===== src/rtl/mask_hit_pkg.sv =====
// ---------------------------------------------------------------------------
// mask_hit_pkg
//   Shared definitions for the mask hit counter: FSM state encoding and the
//   widths of the ones accumulator and hit counter.
// ---------------------------------------------------------------------------
package mask_hit_pkg;

   // A 256-sample window of 0xFF reaches 2048 ones, which needs 12 bits.
   localparam int ONES_W = 12;

   // A 256-sample window can hit 256 times, which needs 9 bits.
   localparam int HIT_W  = 9;

   typedef enum logic [1:0] {
      IDLE   = 2'd0,
      COUNT  = 2'd1,
      REPORT = 2'd2
   } state_t;

endpackage


===== src/rtl/popcount8.sv =====
// ---------------------------------------------------------------------------
// popcount8
//   Combinational count of the set bits in one byte.
//
//   Ports
//     i_data  [7:0]  byte to count
//     o_count [3:0]  number of ones in i_data (0..8)
// ---------------------------------------------------------------------------
module popcount8 (
   input  logic [7:0] i_data,
   output logic [3:0] o_count
);

   always_comb begin
      o_count = 4'd0;
      for (int i = 0; i < 8; i++) begin
         o_count = o_count + {3'b000, i_data[i]};
      end
   end

endmodule


===== src/rtl/mask_hit_counter.sv =====
// ---------------------------------------------------------------------------
// mask_hit_counter
//   Counts, over a window of masked byte samples, how many samples were
//   non-zero (hits) and how many bits were set in total (ones), then reports
//   the result as three bytes over a valid/ready handshake:
//     B0 = min(hits, 255)
//     B1 = ones[7:0]
//     B2 = {hits == 256, 3'b000, ones[11:8]}
//
//   Parameters
//     WIN_W       width of window_len; window_len == 0 means 2**WIN_W samples
//
//   Ports
//     clk         rising-edge clock
//     rst_n       asynchronous active-low reset
//     ena         sample enable (does not gate the report handshake)
//     in_data     masked sample byte
//     in_valid    in_data carries a sample this cycle
//     start       one-cycle pulse that opens a window (honoured only in IDLE)
//     window_len  samples per window, captured on start
//     out_data    registered report byte, zero when out_valid is low
//     out_valid   out_data holds a report byte
//     out_ready   consumer accepts out_data
//     busy        FSM is not in IDLE
// ---------------------------------------------------------------------------
module mask_hit_counter
   import mask_hit_pkg::*;
#(
   parameter int WIN_W = 8
) (
   input  logic             clk,
   input  logic             rst_n,
   input  logic             ena,
   input  logic [7:0]       in_data,
   input  logic             in_valid,
   input  logic             start,
   input  logic [WIN_W-1:0] window_len,
   output logic [7:0]       out_data,
   output logic             out_valid,
   input  logic             out_ready,
   output logic             busy
);

   state_t              r_state;
   logic [WIN_W-1:0]    r_len;
   logic [WIN_W:0]      r_cnt;
   logic [HIT_W-1:0]    r_hits;
   logic [ONES_W-1:0]   r_ones;
   logic [1:0]          r_idx;
   logic [7:0]          r_out_data;
   logic                r_out_valid;

   logic [3:0]          w_pop;
   logic                w_take;
   logic                w_last;
   logic [WIN_W:0]      w_cnt_nxt;
   logic [WIN_W:0]      w_len_full;
   logic [HIT_W-1:0]    w_hits_nxt;
   logic [ONES_W-1:0]   w_ones_nxt;
   logic [1:0]          w_idx_nxt;

   // Hit count saturated into one byte; only a full 256-hit window clips.
   function automatic logic [7:0] sat_hits(input logic [HIT_W-1:0] hits);
      return (hits > HIT_W'(255)) ? 8'hFF : hits[7:0];
   endfunction

   function automatic logic [7:0] report_byte(
      input logic [1:0]        idx,
      input logic [HIT_W-1:0]  hits,
      input logic [ONES_W-1:0] ones
   );
      logic [7:0] b;
      case (idx)
         2'd0:    b = sat_hits(hits);
         2'd1:    b = ones[7:0];
         default: b = {(hits == HIT_W'(256)), 3'b000, ones[ONES_W-1:8]};
      endcase
      return b;
   endfunction

   popcount8 u_popcount (
      .i_data  (in_data),
      .o_count (w_pop)
   );

   assign w_take     = (r_state == COUNT) && in_valid && ena;
   assign w_cnt_nxt  = r_cnt + {{WIN_W{1'b0}}, 1'b1};
   // A zero length extends to 2**WIN_W by setting the carry bit.
   assign w_len_full = {(r_len == '0), r_len};
   assign w_last     = w_take && (w_cnt_nxt == w_len_full);
   assign w_hits_nxt = r_hits + {{(HIT_W-1){1'b0}}, (in_data != 8'd0)};
   assign w_ones_nxt = r_ones + {{(ONES_W-4){1'b0}}, w_pop};
   assign w_idx_nxt  = r_idx + 2'd1;

   always_ff @(posedge clk or negedge rst_n) begin
      if (!rst_n) begin
         r_state     <= IDLE;
         r_len       <= '0;
         r_cnt       <= '0;
         r_hits      <= '0;
         r_ones      <= '0;
         r_idx       <= 2'd0;
         r_out_data  <= 8'd0;
         r_out_valid <= 1'b0;
      end else begin
         case (r_state)
            IDLE: begin
               if (start) begin
                  r_len   <= window_len;
                  r_cnt   <= '0;
                  r_hits  <= '0;
                  r_ones  <= '0;
                  r_idx   <= 2'd0;
                  r_state <= COUNT;
               end
            end

            COUNT: begin
               if (w_take) begin
                  r_cnt  <= w_cnt_nxt;
                  r_hits <= w_hits_nxt;
                  r_ones <= w_ones_nxt;
                  // B0 is built from the post-sample totals so it is ready
                  // the cycle right after the last sample.
                  if (w_last) begin
                     r_state     <= REPORT;
                     r_idx       <= 2'd0;
                     r_out_valid <= 1'b1;
                     r_out_data  <= report_byte(2'd0, w_hits_nxt, w_ones_nxt);
                  end
               end
            end

            REPORT: begin
               if (out_ready) begin
                  if (r_idx == 2'd2) begin
                     r_state     <= IDLE;
                     r_idx       <= 2'd0;
                     r_out_valid <= 1'b0;
                     r_out_data  <= 8'd0;
                  end else begin
                     r_idx      <= w_idx_nxt;
                     r_out_data <= report_byte(w_idx_nxt, r_hits, r_ones);
                  end
               end
            end

            default: begin
               r_state     <= IDLE;
               r_out_valid <= 1'b0;
               r_out_data  <= 8'd0;
            end
         endcase
      end
   end

   assign out_data  = r_out_data;
   assign out_valid = r_out_valid;
   assign busy      = (r_state != IDLE);

endmodule


===== config.mk =====
export PLATFORM = sky130hd
export DESIGN_NAME = mask_hit_counter
export DESIGN_NICKNAME = d
export VERILOG_FILES = /design/src/rtl/mask_hit_pkg.sv /design/src/rtl/popcount8.sv /design/src/rtl/mask_hit_counter.sv
export SDC_FILE = /design/constraint.sdc
export NUM_CORES = 1
export LEC_CHECK = 0
export ABC_AREA = 0
export BUFFER_PORTS_ARGS = -buffer_cell sky130_fd_sc_hd__clkbuf_2
export CAP_MARGIN = 20
export CORE_MARGIN = 1
export CORE_UTILIZATION = 57
export DETAILED_ROUTE_END_ITERATION = 8
export GPL_ROUTABILITY_DRIVEN = 0
export PLACE_DENSITY = 0.77
export SKIP_CTS_REPAIR_TIMING = 1
export SLEW_MARGIN = 10
export SYNTH_ARGS = -nofsm -noshare
export SYNTH_HDL_FRONTEND = slang
export SYNTH_SLANG_ARGS = --single-unit

===== constraint.sdc =====
create_clock -name clk -period 5.2 [get_ports clk]
set_clock_uncertainty 0.2 [all_clocks]
set_input_delay 1.56 -clock clk [delete_from_list [all_inputs] [get_ports clk]]
set_output_delay 1.56 -clock clk [all_outputs]
set_load 0.02 [all_outputs]

# Word level (Yosys, flattened, before mapping)
# Cells that the tools add are included.
# op_classes
add_sub_neg	11
n_mul	0
div_mod_pow	0
order_cmp	2
eq_ne	11
n_shift	0
n_mux	33
n_bitwise	1
n_reduce_logical	16
# ops
cell	n
2-to-1 mux 8 bit	6
one-hot mux 9 bit (2 select lines)	2
2-to-1 mux 9 bit	3
adder 4 x 1 -> 4 bit	6
2-to-1 mux 12 bit	2
one-hot mux 12 bit (2 select lines)	1
one-hot mux 8 bit (3 select lines)	1
2-to-1 mux 2 bit	10
greater-than comparator 9 x 8 -> 1 bit (second input constant)	2
one-hot mux 8 bit (2 select lines)	1
AND reduction 5 bit	3
adder 12 x 4 -> 12 bit	1
one-hot mux 2 bit (3 select lines)	2
inequality test 2 bit (second input constant)	5
adder 9 x 1 -> 9 bit	1
adder 9 x 1 -> 9 bit (second input constant)	1
equality test 9 bit	1
equality test 9 bit (second input constant)	1
zero test 8 bit	1
nonzero test 8 bit	1
equality test 2 x 1 -> 1 bit (second input constant)	2
equality test 2 bit (second input constant)	2
zero test 2 bit	2
2-to-1 mux 1 bit	4
other kinds (10)	13
# word_totals
reg_bits	51
latch_bits	0
mem_bits_rw	0
rom_bits	0
out_inout_bits	10
elab_cells	82
memories	0

# Longest topological paths before layout
# Gate-level depths: netlist of the first run.
# logic_depth
word_depth	10
mapped_depth	17
ltp_nobuf	17

# Cells and area by module
# From an unflattened synthesis of the first run, not the netlist that was laid out.
# hier_totals
hier_cells	369
hier_area_um2	3400.8
# modules_own_cells
module	n_inst	cells_per_inst	area_per_inst_um2	seq_area_each_um2
mask_hit_counter	1	345	3210.6	1276.2
popcount8	1	24	190.2	0.0

# Least setup slack after synthesis of the first run
# OpenSTA, ideal clock, no wires.
# synth_timing
kind	input-to-reg
startpoint	input in_data[0]
endpoint	register r_ones[7]
t_arrival_ns	5.040
required_time_ns	4.867
slack_ns	-0.173
path_stages	16
path_buffers	0
path_cell_list	inv_1 ha_1 inv_1 fa_1 fa_1 fa_1 fa_1 inv_1 ha_1 a21o_1 a21oi_1 nor2b_1 o211a_1 and3_1 xnor2_1 nor2_1
# synth_between
elab_chain_len	10
# synth_lines
item	line	source
start: declaration	mask_hit_counter.sv:34	input logic [7:0] in_data,
adder 1 x 1 -> 2 bit	popcount8.sv:17	o_count = o_count + {3'b000, i_data[i]};
adder 4 x 1 -> 4 bit (6 in series)	popcount8.sv:17	
adder 12 x 4 -> 12 bit	mask_hit_counter.sv:92	assign w_ones_nxt = r_ones + {{(ONES_W-4){1'b0}}, w_pop};
2-to-1 mux 12 bit	mask_hit_counter.sv:119	if (w_take) begin
one-hot mux 12 bit (2 select lines)	mask_hit_counter.sv:106	case (r_state)
end signal: assignment	mask_hit_counter.sv:122	r_ones <= w_ones_nxt;
end: declaration	mask_hit_counter.sv:48	logic [ONES_W-1:0] r_ones;
# Every way passes these cells. The select of a mux whose other input is x is not followed.
# A chain may end at the register's enable or synchronous reset.

# Worst setup path in the final report of the first run
# layout_timing
startpoint	input in_data[1]
endpoint	register r_ones[7]
# The elaborated chain is that of the path after synthesis.

==> run metrics, run 1 <==
Nets=456; via count=2836; Post-DP HPWL=5.42 mm; Top Ports=32; clock sinks=51; flop and latch count out of synthesis=51; CP dominant cell by count=fa_1; Antenna Nets Post-Route=0; crit start category=input port; Min Hold Slack=0.315 ns; slowest cell on the critical path=fa_1; number of global-route vias before repair=2673; syn avg cell area=9.20 um2; Crit. path cell count=17; PD cells=417 nW/um2; relative slew slack=0.463; share of cells above drive strength 1=0.217; DR WL/cell=15.2 um; Critical path buffers and inverters=4; largest net degree at the start of global routing=52; Netlist cell types=49; EDFF count, synth=0; CTS Buf Count=5; FMAX=196 MHz; Crit Path Category=input port to flip-flop; Adder-Cell Fraction of Synth Area=0.0974; first-pass GRT wire length=12.3 mm; Initial Utilization=0.589; area of the multi-input gates=2070 um2; Yosys warning total=0; FF-to-FF setup slack=1.82 ns; port bufs=31; Synth Net Count=423; Register-to-Register Path Depth=8; Worst Hold Class=flip-flop to flip-flop; core area=5890 um2; required time worst endpoint=5.18 ns; violated checks=DRC; Worst path top cell family by delay=adder cells; largest cells by area after synthesis=dfrtp_1, ha_1, nand2_1; Max-cap violations=0; worst setup path startpoint=in_data[1]; share of the synthesized area in the top cell type=0.368; complex-gate fraction of the synthesized area=0.161; antenna cells=0; final setup vio count=0; CP endpoint kind=flip-flop; crit-path max cell delay=0.52 ns; Gate Count Post-Synth=377; RSZ-0062 raised after global routing=true; CP max FO=4; Final Hold Vio Count=0; htree depth=2; XOR/XNOR Fraction of Synth Area=0.0841; Final Cell Area=3900 um2; FF+latch area=1280 um2; fill count=490; CTS max path bufs=2; WP data arrival=5.10 ns; ys flop type=dfrtp_1; die height=80.0 um; clk slew on worst S/H paths=0.09 ns; placed cell area=3700 um2; Rows=28; area of the mapped netlist=3470 um2; Async SR Flop Fraction=1.00; commonest non-fill, non-tap cell in the layout=dfrtp_1; post-synthesis mux area share=0.0678; initial antenna violation count=0; Synth Area in Simple Gates=0.172; hold path depth=1; drt pass-1 iters=7; Seq/Total Area, Yosys=0.368; Worst VDD drop=0.264 mV; Skew-Pair Late Insertion Delay=0.31 ns; Synth area leader=dfrtp_1; final WL=7.39 mm; largest family of logic cells by synthesized area=simple AND/OR/NAND/NOR gates; Final Critical Period=5.11 ns; DRC=1; vias per cell=5.85; Setup crit end=r_ones[7]; Total GRT Usage=0.252; leakage=1.80 nW; die area=6400 um2; Period Utilization, post-route=0.984; total congestion overflow=0; Area Growth Syn to Fin=12.5%; Worst-Margin Slew=0.805 ns; CTS Root Cell=clkbuf_8; reg2reg end=out_data[5]; TritonCTS clock tree=done; die width=80.0 um; commonest non-fill, non-tap cells in the layout=dfrtp_1, nand2_1, o21ai_0, clkbuf_2; crit-path cells=buf_8 -> inv_4 -> ha_4 -> inv_2 -> fa_1 -> fa_1 -> fa_2 -> fa_1 -> inv_1 -> ha_1 -> a21o_1 -> a21oi_2 -> nor2b_1 -> o211a_1 -> and3_4 -> xnor2_2 -> nor2_1; Final Max Slew Viols=0; drt initial violations=173; status=complete, but fails checks; R2R Path Start=r_state[1]
==> metal layers <==
layer | global-route usage | wire length, um | up-vias
met5 | 0 | 0 | -
met1 | 0.340 | 3410 | 1398
li1 | - | - | 1361
met3 | 0.0343 | 219 | 10
met4 | 0.0982 | 124 | 0
met2 | 0.411 | 3630 | 67
==> power by group <==
group | internal, W | total, W | switching [W]
clock | 0.000105 | 0.000234 | 0.000130
sequential | 0.000485 | 0.000608 | 0.000123
combinational | 0.000332 | 0.000783 | 0.000451
total | 0.000922 | 0.00163 | 0.000704
==> worst min-delay path by stage <==
stage / slack, ns / to / start
2_1_floorplan: 0.27 / r_ones[0] / r_ones[0]
3_3_place_gp: 0.29 / out_data[3] / out_data[3]
3_5_place_dp: 0.29 / out_data[2] / out_data[2]
4_1_cts: 0.32 / out_data[2] / out_data[2]
5_1_grt: 0.34 / out_data[2] / out_data[2]
6_report: 0.32 / out_data[2] / out_data[2]
==> cells by family (layout without fill, tap and decap cells) <==
| kind of cell | after synthesis | in the layout |
|---|---|---|
| simple gates | 121 | 121 |
| compound gates | 89 | 89 |
| flops | 51 | 51 |
| buf+inv | 42 | 75 |
| xor+xnor | 30 | 30 |
| fa+ha+maj | 24 | 24 |
| mux | 20 | 20 |
==> state kept, by name, indices dropped and copies added (netlist names) <==
name / cells
out_valid: 1
out_data: 8
r_cnt: 9
r_ones: 12
r_hits: 9
r_state: 2
r_len: 8
r_idx: 2
==> metrics by stage <==
stage / std cells / setup WS (ns) / util / TNS [ns] / total power, W
after floorplan: 377 / -0.0814 / - / -0.0832 / 0.00117
after global placement: 473 / -0.229 / 0.629 / -1.19 / 0.00133
after detailed placement: 473 / -0.382 / 0.629 / -2.28 / 0.00136
after CTS: 480 / -0.0514 / 0.644 / -0.0897 / 0.00160
after global routing: 485 / -0.0300 / 0.662 / -0.0533 / 0.00174
final: 485 / 0.0854 / 0.662 / 0 / 0.00163
==> Yosys cell counts (5+ instances only) <==
master    count
a21boi_0      8
a21oi_1      27
and3_1        5
clkbuf_1     13
dfrtp_1      51
fa_1          5
ha_1         19
inv_1        23
mux2_2        8
mux2_4        5
mux2i_1       7
nand2_1      44
nand3_1      14
nor2_1       26
nor2b_1       8
nor3_1        8
o21ai_0      30
o31ai_1       6
xnor2_1      18
xor2_1        9
==> cell type report <==
| class | count | share of cell area |
|---|---|---|
| flip-flops and latches | 51 | 0.327 |
| inverters | 24 | 0.0244 |
| multi-input cells | 284 | 0.530 |
| well taps | 75 | 0.0241 |
| repair buffers | 44 | 0.0719 |
| clock inverters | 1 | 0.00128 |
| clock buffers | 6 | 0.0212 |
==> worst register-to-register path, cell delays in order, from the launching register on <==
cell,delay (ns)
dfrtp_1,0.42
inv_1,0.11
ha_1,0.69
nand3_1,0.37
nor4_4,0.35
nand4_2,0.19
o31ai_4,0.46
nand2_4,0.16
mux2_4,0.33
Power figures use the tool's default switching activity.
==> inputs of run 2 (changes only) <==
--- a/config.mk
+++ b/config.mk
@@ -9,10 +9,9 @@
 export BUFFER_PORTS_ARGS = -buffer_cell sky130_fd_sc_hd__clkbuf_2
 export CAP_MARGIN = 20
 export CORE_MARGIN = 1
-export CORE_UTILIZATION = 57
+export CORE_UTILIZATION = 30
 export DETAILED_ROUTE_END_ITERATION = 8
 export GPL_ROUTABILITY_DRIVEN = 0
-export PLACE_DENSITY = 0.77
 export SKIP_CTS_REPAIR_TIMING = 1
 export SLEW_MARGIN = 10
 export SYNTH_ARGS = -nofsm -noshare
==> run 2 against run 1 <==
The run now ends clean; count of clock-buffer cells in the layout is 1 lower; critical endpoint unchanged; global-route usage shrank 11 points; via count shrank 2.9%; sequential share of layout area fell by 1.6 points; worst setup slack got worse by 0.024 ns; non-clock buffer count did not move; register-to-register slack improved by 0.45 ns; clock power rose by 64%.
==> run metrics, run 2 (same netlist as run 1, synthesis figures left out) <==
FF-to-FF setup slack=2.27 ns (+0.45 ns); Area Growth Syn to Fin=18.3%; final WL=7.73 mm (+4.6%); relative slew slack=0.436 (-0.0273); Antenna Nets Post-Route=0 (unchanged); Final Hold Vio Count=0 (unchanged); htree depth=2 (unchanged); status=finished clean; final setup vio count=0 (unchanged); Util after Layout=0.372 (-0.290); largest net degree at the start of global routing=36 (-31%); initial antenna violation count=0 (unchanged); PD cells=440 nW/um2 (+5.4%); WP data arrival=5.10 ns (about the same); Final Cell Area=4100 um2 (+5.2%); number of global-route vias before repair=2639 (-1.3%); Period Utilization, post-route=0.988 (+0.00460); Worst VDD drop=0.161 mV (-39%); port bufs=31 (unchanged); clk slew on worst S/H paths=0.07 ns (-0.02 ns); placed cell area=3790 um2 (+2.4%); Initial Utilization=0.314 (-0.275); sequential cell fraction of total power=0.336 (-0.038); via count=2754 (-2.9%); required time worst endpoint=5.16 ns (-0.02 ns); clock sinks=51 (unchanged); Max-cap violations=0 (unchanged); vias per cell=5.00 (-15%); Setup WS post-layout=0.0615 ns (-0.0239 ns); DRC=0 (-1); Final Max Slew Viols=0 (unchanged); Largest Register=r_ones; Worst Hold Class=flip-flop to flip-flop; antenna cells=0 (unchanged); max reg flops=12 (unchanged); crit start category=input port; Crit Path Category=input port to flip-flop; drt initial violations=150 (-13%); commonest non-fill, non-tap cells in the layout=dfrtp_1, nand2_1, o21ai_0, clkbuf_2; core area=11000 um2 (+87%); Final Critical Period=5.14 ns (+0.0239 ns); biggest regs=r_ones (12), r_cnt (9), r_hits (9); net switching power=0.000737 W (+4.7%); CP endpoint kind=flip-flop; combinational share of power=0.451 (-0.031); Post-Place Worst Slack=-0.345 ns (+0.0373 ns); CTS Buf Count=5 (unchanged); Worst-Margin Slew=0.846 ns (+0.0410 ns); Rows=38 (+36%); commonest non-fill, non-tap cell in the layout=dfrtp_1; Skew-Pair Late Insertion Delay=0.29 ns (-0.02 ns); TritonCTS clock tree=done; die height=110 um (+37%); Power Internal=0.00107 W (+16%); clock power share=0.213 (+0.069); DR WL/cell=14.0 um (-7.9%); Top Ports=32 (unchanged); leakage=1.85 nW (+2.5%); RSZ-0062 raised after global routing=true; total congestion overflow=0 (unchanged); Setup TNS=0 ns (unchanged); Nets=456 (unchanged); Sw Ratio=0.409 (-0.0245); Total GRT Usage=0.138 (-0.115); die width=110 um (+37%); FMAX=195 MHz (-0.47%); die area=12000 um2 (+87%); first-pass GRT wire length=12.9 mm (+5.2%); share of cells above drive strength 1=0.229 (+0.0116); Post-DP HPWL=5.68 mm (+4.8%); CP max FO=4 (unchanged); drt pass-1 iters=4 (-3); CTS Root Cell=clkbuf_16; CTS max path bufs=2 (unchanged)
[run 2: cell count changes in the layout (fill, tap and decap cells not counted), sizes merged]
cell,change
inv,+1
clkbuf,-1
bufinv,+1
[run 2: worst paths after layout]
check	startpoint	end	depth (start not counted)
max	in_data[1]	r_ones[7]	17
min	out_data[2]	out_data[2]	1
max reg2reg	r_state[1]	r_ones[7]	10
min reg2reg	out_data[2]	out_data[2]	1
max in group asynchronous	rst_n	r_cnt[6]	2
min in group asynchronous	rst_n	r_cnt[4]	1
[run 2: power by group through the flow]
stage          Clock [W]  Sequential (W)  Combinational, W
6_report        0.000384        0.000606          0.000814
3_5_place_dp           0        0.000612          0.000757
5_1_grt         0.000406        0.000624          0.000906
4_1_cts         0.000393        0.000604          0.000762
2_1_floorplan          0        0.000567          0.000608
3_3_place_gp           0        0.000610          0.000739
[run 2: final cells by class]
class	instances	area (um2)
timing repair buffer	44	289
fill	1118	6930
sequential	51	1280
multi-input combinational	284	2090
tap	140	175
clock buffer	5	125
clock inverter	3	47.5
inverter	24	95.1
[run 2: metrics by stage]
step,power (W),hold WS (ns),cells
CTS,0.00176,0.314,547
detailed placement,0.00137,0.294,539
global placement,0.00135,0.301,539
floorplan,0.00117,0.268,377
global route,0.00194,0.347,551
finish,0.00180,0.311,551
[run 2: worst max-delay path: stages]
cell     delay [ns]
buf_8          0.08
inv_4          0.03
ha_4           0.25
inv_2          0.03
fa_1           0.51
fa_1           0.45
fa_2           0.38
fa_1           0.53
inv_2          0.05
ha_4           0.20
a21o_1         0.18
a21oi_2        0.16
nor2b_1        0.06
o211a_1        0.25
and3_4         0.20
xnor2_2        0.11
nor2_1         0.05
[run 2: layer usage]
layer | up-vias | GRT usage | routed length, um
met5 | - | 0 | 0
met4 | 0 | 0.0390 | 106
met3 | 8 | 0.0190 | 235
met2 | 41 | 0.228 | 3610
met1 | 1334 | 0.187 | 3780
li1 | 1371 | - | -
==> inputs of run 3 (changes only) <==
==> constraint.sdc (replaced) <==
create_clock -name clk -period 4.85 [get_ports clk]
set_clock_uncertainty 0.2 [all_clocks]
set_input_delay 1.455 -clock clk [delete_from_list [all_inputs] [get_ports clk]]
set_output_delay 1.455 -clock clk [all_outputs]
set_load 0.02 [all_outputs]
==> run 3 against run 2 <==
The run now ends with setup timing left; critical path depth unchanged; clock power down 5.5%; worst setup slack worse by 0.26 ns; first-iteration DRC count up 5.3%; core utilization down 0.59 points; non-clock buffer count down 1.
==> run metrics, run 3 (same netlist as run 1, synthesis figures left out) <==
status=complete, but fails checks; violated checks=setup timing; Top Ports=32 (unchanged); CP max FO=4 (unchanged); CTS Buf Count=5 (unchanged); CTS max path bufs=2 (unchanged); DR WL/cell=13.9 um (-0.80%); FMAX=198 MHz; Total GRT Usage=0.139 (+0.00145); Worst path top cell family by delay=adder cells; initial antenna violation count=0 (unchanged); sequential cell fraction of total power=0.353 (+0.017); placed cells=540 (+0.19%); antenna cells=0 (unchanged); commonest non-fill, non-tap cells in the layout=dfrtp_1, nand2_1, o21ai_0, clkbuf_2; Util after Layout=0.366 (-0.00590); PD cells=458 nW/um2 (+4.1%); Worst VDD drop=0.195 mV (+21%); Initial Utilization=0.314 (unchanged); Antenna Nets Post-Route=0 (unchanged); commonest non-fill, non-tap cell in the layout=dfrtp_1; via count=2704 (-1.8%); port bufs=31 (unchanged); die height=110 um (unchanged); CP dominant cell by count=fa_1; Setup WS post-layout=-0.199 ns (-0.260 ns); Max-cap violations=0 (unchanged); Worst Hold Class=flip-flop to flip-flop; final setup vio count=8 (+8); first-pass GRT wire length=13.0 mm (+0.75%); drt initial violations=158 (+5.3%); Area Growth Syn to Fin=16.5%; drt pass-1 iters=5 (+1); placed cell area=3830 um2 (+1.1%); share of cells above drive strength 1=0.215 (-0.0141); crit start category=input port; crit-path cells=buf_8 -> inv_8 -> ha_4 -> inv_2 -> fa_1 -> fa_1 -> fa_2 -> fa_1 -> inv_1 -> ha_1 -> a21o_1 -> a21oi_2 -> nor2b_1 -> o211a_1 -> and3_1 -> xnor2_1 -> nor2_1; slowest cell on the critical path=fa_1; number of global-route vias before repair=2705 (+2.5%); DRC=0 (unchanged); Critical path buffers and inverters=4 (unchanged); Period Utilization, post-route=1.04; Rows=38 (unchanged); Setup TNS=-0.918 ns (-0.918 ns); leakage=1.82 nW (-1.2%); area of the multi-input gates=2060 um2 (-1.5%); TritonCTS clock tree=done; final WL=7.66 mm (-0.98%); clk slew on worst S/H paths=0.07 ns (about the same); clock power share=0.196 (-0.017); fin cells=550 (-0.18%); Min Hold Slack=0.314 ns (+0.00245 ns); CP endpoint kind=flip-flop; Skew-Pair Late Insertion Delay=0.29 ns (about the same); Final Hold Vio Count=0 (unchanged); RSZ-0062 raised after global routing=true; net switching power=0.000773 W (+4.9%); combinational share of power=0.451 (about the same); total congestion overflow=0 (unchanged); htree depth=2 (unchanged); largest net degree at the start of global routing=28 (-22%); biggest regs=r_ones (12), r_cnt (9), r_hits (9); Nets=455 (-0.22%); WP data arrival=5.00 ns (-0.10 ns); Final Max Slew Viols=0 (unchanged); fill count=1152 (+3.0%); die width=110 um (unchanged); clock sinks=51 (unchanged); Post-DP HPWL=5.78 mm (+1.8%); Final Cell Area=4040 um2 (-1.6%); die area=12000 um2 (unchanged); core area=11000 um2 (unchanged); crit-path max cell delay=0.51 ns (-0.02 ns); vias per cell=4.92 (-1.6%); required time worst endpoint=4.80 ns (-0.36 ns); relative slew slack=0.379 (-0.0570); Power Internal=0.00108 W (+0.80%); Sw Ratio=0.418 (+0.00969); Largest Register=r_ones; max reg flops=12 (unchanged); Worst-Margin Slew=0.932 ns (+0.0855 ns); Crit Path Category=input port to flip-flop; Final Critical Period=5.05 ns; FF+latch area=1280 um2 (unchanged); CTS Root Cell=clkbuf_16
run 3: area by class of cell:
class                      instances  share of cell area
multi-input combinational        284               0.511
inverter                          24              0.0254
timing repair buffer              43              0.0657
sequential                        51               0.316
tap                              140              0.0434
clock buffer                       6              0.0344
clock inverter                     2             0.00403
run 3: path summary, 6_finish.rpt:
kind                          endpoint  slack [ns]  cells past startpoint        start
setup / recovery             r_ones[7]       -0.20                     17   in_data[1]
hold / removal             out_data[4]        0.31                      1  out_data[4]
setup reg to reg           out_data[2]        1.94                      9   r_state[1]
hold reg to reg            out_data[4]        0.31                      1  out_data[4]
max in group asynchronous    r_ones[5]        2.65                      2        rst_n
min in group asynchronous     r_len[2]        0.97                      1        rst_n
run 3: through the flow:
step / total power (W) / worst slack, ns
after global placement: 0.00147 / -0.533
final: 0.00185 / -0.199
after floorplan: 0.00127 / -0.289
after CTS: 0.00186 / -0.303
after detailed placement: 0.00149 / -0.595
after global routing: 0.00200 / -0.335
run 3: worst reg2reg max path, cell delays in order, from the launching register on:
cell	delay, ns
dfrtp_1	0.40
inv_1	0.11
ha_1	0.15
buf_4	0.26
nand3_1	0.23
nor4_4	0.31
nand4_2	0.18
o31ai_4	0.48
nand2_4	0.16
mux2_4	0.33
run 3: per-layer routing:
metal,vias up,track usage,share of wire
met5,-,0,0
met3,2,0.0219,0.030
met4,0,0.0286,0.0057
li1,1360,-,-
met2,37,0.239,0.49
met1,1305,0.184,0.47
run 3: power by group through the flow:
stage,Sequential (W),Clock [W],Combinational (W)
floorplan,0.000608,0,0.000662
global placement,0.000654,0,0.000813
detailed placement,0.000661,0,0.000830
CTS,0.000652,0.000371,0.000836
global route,0.000671,0.000393,0.000936
finish,0.000653,0.000363,0.000833
